File: config.mk
export PLATFORM = sky130hd
export DESIGN_NAME = noc_input_queue
export DESIGN_NICKNAME = d
export VERILOG_FILES = /design/src/rtl/noc_input_queue.sv
export SDC_FILE = /design/constraint.sdc
export NUM_CORES = 1
export LEC_CHECK = 0
export ABC_AREA = 1
export BUFFER_PORTS_ARGS = -buffer_cell sky130_fd_sc_hd__buf_2
export CAP_MARGIN = 20
export CORE_MARGIN = 2
export CORE_UTILIZATION = 55
export DETAILED_ROUTE_END_ITERATION = 8
export HOLD_SLACK_MARGIN = 0.15
export PLACE_DENSITY = 0.76
export SLEW_MARGIN = 20
export SYNTH_ARGS = -nofsm -noshare
export SYNTH_HDL_FRONTEND = slang
export SYNTH_SLANG_ARGS = --single-unit
File: constraint.sdc
create_clock -name clk -period 5 [get_ports clk]
set_clock_uncertainty 0.05 [all_clocks]
set_input_delay 0.75 -clock clk [delete_from_list [all_inputs] [get_ports clk]]
set_output_delay 0.75 -clock clk [all_outputs]
set_load 0.03 [all_outputs]
File: src/rtl/noc_input_queue.sv
// Per-port first-word-fall-through input FIFO feeding the round-robin output arbiter.
// The head packet is presented in arbiter format: bit 0 = valid, bits 1..PL-1 = payload.
module noc_input_queue #(
  parameter int PL    = 32,
  parameter int DEPTH = 4,
  parameter int CNT_W = $clog2(DEPTH + 1)
) (
  input  logic             clk,
  input  logic             rst_n,
  input  logic [0:PL-1]    in_packet,
  output logic             in_ready,
  output logic [0:PL-1]    out_packet,
  input  logic             pop,
  output logic [CNT_W-1:0] count,
  output logic             full,
  output logic             empty,
  output logic             pop_err
);

  localparam int PTR_W = $clog2(DEPTH);

  // Handshake: a packet transfers on a rising edge when in_packet[0] (valid) and
  // in_ready are both high; the head is consumed when pop is high and the queue is
  // not empty. in_ready depends only on registered state, never on in_packet or pop.

  logic [0:PL-1]    mem [DEPTH];
  logic [PTR_W-1:0] wr_ptr;
  logic [PTR_W-1:0] rd_ptr;
  logic             do_push;
  logic             do_pop;

  assign full     = (count == CNT_W'(DEPTH));
  assign empty    = (count == '0);
  assign in_ready = !full;
  assign do_push  = in_packet[0] && in_ready;
  assign do_pop   = pop && !empty;

  // Empty queue must present an invalid (all-zero) packet to the arbiter.
  assign out_packet = empty ? '0 : mem[rd_ptr];

  // Storage is intentionally not reset; the pointers and count define what is live.
  always_ff @(posedge clk) begin
    if (do_push) mem[wr_ptr] <= in_packet;
  end

  // DEPTH is a power of two, so pointer overflow gives the modulo-DEPTH wrap.
  always_ff @(posedge clk or negedge rst_n) begin
    if (!rst_n) begin
      wr_ptr  <= '0;
      rd_ptr  <= '0;
      count   <= '0;
      pop_err <= 1'b0;
    end else begin
      if (do_push) wr_ptr <= wr_ptr + PTR_W'(1);
      if (do_pop)  rd_ptr <= rd_ptr + PTR_W'(1);
      if (do_push && !do_pop)      count <= count + CNT_W'(1);
      else if (do_pop && !do_push) count <= count - CNT_W'(1);
      if (pop && empty) pop_err <= 1'b1;
    end
  end

endmodule
Word level (Yosys, flattened, before mapping) --
Memory sizes are Yosys's and may differ from the RTL's. Cells that the tools add are included.
Operators by class: add/sub/neg operators 4, multiply operators 0, divide/modulo/power cells 0, magnitude comparators 0, eq/ne operators 1, shifts and indexed selects 0, muxes and demuxes 5, bitwise operators 0, reductions and logical operators 11
Operators with widths (number):
- 32-bit 2-to-1 mux | 1
- 3-bit 2-to-1 mux | 2
- 1-bit logical AND | 5
- 2-bit by 1-bit adder with 2-bit output (second input constant) | 2
- 1-bit logical NOT | 4
- 3-bit by 1-bit adder with 3-bit output (second input constant) | 1
- 3-bit equality test (second input constant) | 1
- 3-bit logical NOT | 1
- 3-bit by 1-bit subtractor with 3-bit output (second input constant) | 1
- 1-bit 2-to-1 mux | 2
- 2-bit nonzero test | 1
Storage, ports and cells: register bits 8, bits in latches 0, memory bits (writable) 128, ROM bits 0, input port bits 35, output and inout bits 39, logic and storage cells 26, memories kept 1
Memory list:
- mem | words 4, bits a word 32, read ports 1, clocked after memory_dff 0, write ports 1, RTL line 26 | logic [0:PL-1] mem [DEPTH];

Longest topological paths before layout --
word-level depth 7, mapped depth 12, mapped depth without buffers 12

Least setup slack after synthesis --
Ideal clock, no wire load.
path kind register to register, start reg count[0], end mem mem[0][0] in the netlist's numbering (enable), setup time 421 ps, arrival time 2632 ps, data required time 4529 ps, slack 1896 ps, stages on the path, launching flop included 5, path buffers 0, period minus slack after synthesis 3104 ps, cells stage by stage dfrtp_1 -> inv_1 -> nand3_1 -> nand2_1 -> nor2_1
On the way: cells in the longest elaborated chain, start to end 5
RTL lines:
- start, declared | RTL line 14 | output logic [CNT_W-1:0] count,
- start signal, assigned | RTL line 56 | if (do_push && !do_pop) count <= count + CNT_W'(1);
- start signal, assigned | RTL line 57 | else if (do_pop && !do_push) count <= count - CNT_W'(1);
- 3-bit equality test | RTL line 32 | assign full = (count == CNT_W'(DEPTH));
- 1-bit logical NOT | RTL line 34 | assign in_ready = !full;
- via in_ready | RTL line 11 | output logic in_ready,
- 1-bit logical AND | RTL line 35 | assign do_push = in_packet[0] && in_ready;
- 1-bit 2-to-1 mux | RTL line 43 | if (do_push) mem[wr_ptr] <= in_packet;
- 1-bit 2-to-1 mux (not written as such) | RTL line 43
- end, declared | RTL line 26
The timed path passes the listed nets, and every way through them passes these cells.

Worst setup path after layout --
start reg rd_ptr[0], end out out_packet[2] in the netlist's numbering
On the way: cells in the longest elaborated chain, start to end 2
RTL lines:
- start, declared | RTL line 28 | logic [PTR_W-1:0] rd_ptr;
- start signal, assigned | RTL line 55 | if (do_pop) rd_ptr <= rd_ptr + PTR_W'(1);
- memory read 4 x 32 bit
- 32-bit 2-to-1 mux | RTL line 39 | assign out_packet = empty ? '0 : mem[rd_ptr];
- end, declared | RTL line 12 | output logic [0:PL-1] out_packet,
No other way between the ends.

==> out/metrics.cfg <==
[status]
outcome = finished, final reports clean

[detailed_routing]
drtAntennaViolNets = 0
wl_per_cell_um = 14.8
vias = 3910
drt_pre_antenna_iters = 5
dr.first_iter.drc_count = 292
wl_um = 11600
via_per_inst = 4.98
drc_errors = 0

[global_routing]
grt_max_degree = 67
antenna_found_initial = 0
grt_first_pass_wirelength_um = 18600
grt_pass1_vias = 3860
grt_use_total_pct = 21.6
grt_overflow = 0

[logic_synthesis]
synth_top_cell_area_share_pct = 65.3
syn_avg_cell_area_um2 = 10.4
synth_area_mm2 = 0.00588
synth_ff_type = edfxtp_1
synth_cell_type_count = 19
synth_nets = 606
synth_edf_count = 128
syn-instance-count = 565
synth_area_leaders = edfxtp_1 (65%), inv_1 (9.1%), nand2_1 (9.1%)
synth.largest_area_cell = edfxtp_1
ys_warn_count = 0
seq_area_frac_synth_pct = 68.7
yosys-top-cells-count = inv_1 (143), nand2_1 (143), edfxtp_1 (128), nand3_1 (68), a21oi_1 (32)
ys_seq_elements = 136
async_flop_share_pct = 5.88

[cells_and_area]
fin_nets = 677
seq_area_mm2 = 0.00405
multi_input_area_mm2 = 0.00122
diodes = 0
final_cells = 785
drive_gt1_share_pct = 17.6
fillers = 757
area_delta_synth_final_pct = 19.2
fin_util_pct = 67.7

[power_and_ir_drop]
pwr-share-clk_pct = 28.2
leakagePower_nw = 3.22
p_seq_share_pct = 32.6
p_sw_share_pct = 39.9
pwr_density_cell_mw_per_mm2 = 688
vdd_drop_max_mv = 0.507
p_comb_share_pct = 39.2
intPower_mw = 2.90
power.switching_mw = 1.92

[placement]
dp_slack_ns = 1.93
place_congestion = 0.735
io_buffer_count = 73
placed_cells = 752
place_hpwl_um = 6590

[worst_setup_path]
max_stage_delay_ns = 0.69
arrival_ns = 2.46
cp_max_fo = 65
worstPathCellList = clkinv_2, nand2_1, nand3_1, a21oi_1, buf_2
critical_path.top_delay_family = buffers and inverters
cp.required_ns = 4.20
cp-end-kind = primary output
cp-start-kind = flop
r2r.worst_path.cells = 9
critical_path_buf_inv_count = 2
cp.depth = 5
crit_type = flop to primary output
critPathSlowestCell = clkinv_2

[sta]
setup_slack_ns = 1.74
whs_ns = 0.387
rsz0062_at_grt = no
maxSlewViolCount = 0
tns_ns = 0
slew_headroom_pct = 29.8
finalCriticalPeriod_ns = 3.26
worstMarginPinSlew_ns = 1.05
min_period_over_period_pct = 65.1
hold_viol_final = 0
max_freq_ghz = 0.307
finalSetupViolations = 0

[floorplan]
chipHeight_um = 107
die-area_mm2 = 0.0115
ios = 74
start_util_pct = 56.7
coreArea_mm2 = 0.0104
rows = 37
dieWidth_um = 107

[clock_network]
clockBufferDepth = 2
postCtsHoldBufs = 1
post_cts_buffers = 0
clkTransAtPathRegs_ns = 0.06
post_cts_resized = 0
cts.sinks = 136
cts_buffers = 17
insertion_delay_ns = 0.53
root_buffer = clkbuf_8
tritoncts = yes
htreeDepth = 4

[hold_path]
min_path_type = primary input to flop
hold_path_depth = 1

[job]
maxCapViolations = 0

==> final cells by class <==
type	count	area share, %
Multi-Input combinational cell	260	17.3
Tap cell	136	2.43
Timing Repair Buffer	76	5.56
Inverter	145	7.78
Clock buffer	19	6.01
Clock inverter	13	3.23
Sequential cell	136	57.7
==> placed cells by master, fill, tap and decap left out, drive strengths merged <==
cell type	synthesis	final
a21o	1	1
o21ai	2	2
nor2	4	4
fa	1	1
dlygate4sd3	0	1
nand2	143	143
dfrtp	8	8
a21oi	32	32
xnor2	2	2
nand4	1	1
bufinv	0	6
clkbuf	7	19
ha	5	5
nand3	69	69
inv	144	144
buf	17	75
edfxtp	128	128
clkinv	1	5
clkinvlp	0	3
==> cell families (layout without fill, tap and decap cells) <==
logic type	count (synthesis)	in the layout	share of synthesized area [%]
AND/OR/NAND/NOR	217	217	15.4
flip-flops	136	136	68.7
XOR/XNOR	2	2	0.298
adder cells (fa/ha/maj)	6	6	1.40
buffers and inverters	169	253	11.1
AO/OA/AOI/OAI	35	35	3.02
==> flip-flops by register name (all words and copies together) (netlist names) <==
register  flops
rd_ptr        2
mem         128
wr_ptr        2
count         3
pop_err       1
==> power by group through the flow <==
stage | logic (mW) | registers (mW) | clock network (mW)
after global routing | 2.07 | 1.59 | 1.43
after global placement | 1.86 | 1.58 | 0
final | 1.89 | 1.57 | 1.36
after CTS | 1.91 | 1.57 | 1.38
after detailed placement | 1.90 | 1.60 | 0
after floorplan | 1.34 | 1.61 | 0
==> metal layers <==
layer | global-route usage (%) | wire (um) | up-vias
li1 | - | - | 1929
met1 | 26.9 | 4800 | 1833
met2 | 36.7 | 6030 | 133
met3 | 6.17 | 675 | 15
met4 | 7.14 | 145 | 0
met5 | 0 | 0 | -
==> stage by stage <==
stage / total power, mW / cell area [um2]
2_1_floorplan: 2.96 / 5880
3_3_place_gp: 3.44 / 6360
3_5_place_dp: 3.49 / 6360
4_1_cts: 4.86 / 7010
5_1_grt: 5.09 / 7020
6_report: 4.83 / 7020
==> worst paths after layout <==
path                                        from               endpoint  slack (ns)
max in group asynchronous                  rst_n  rd_ptr[0]$_DFFE_PN0P_        4.17
max                        rd_ptr[0]$_DFFE_PN0P_          out_packet[2]        1.74
max reg2reg                 count[0]$_DFFE_PN0P_   count[1]$_DFFE_PN0P_        2.66
min reg2reg                  pop_err$_DFFE_PN0P_    pop_err$_DFFE_PN0P_        0.41
min                                in_packet[24]    mem[3][7]$_DFFE_PP_        0.39
min in group asynchronous                  rst_n  wr_ptr[0]$_DFFE_PN0P_        0.54
(Power assumes the default switching activity.)
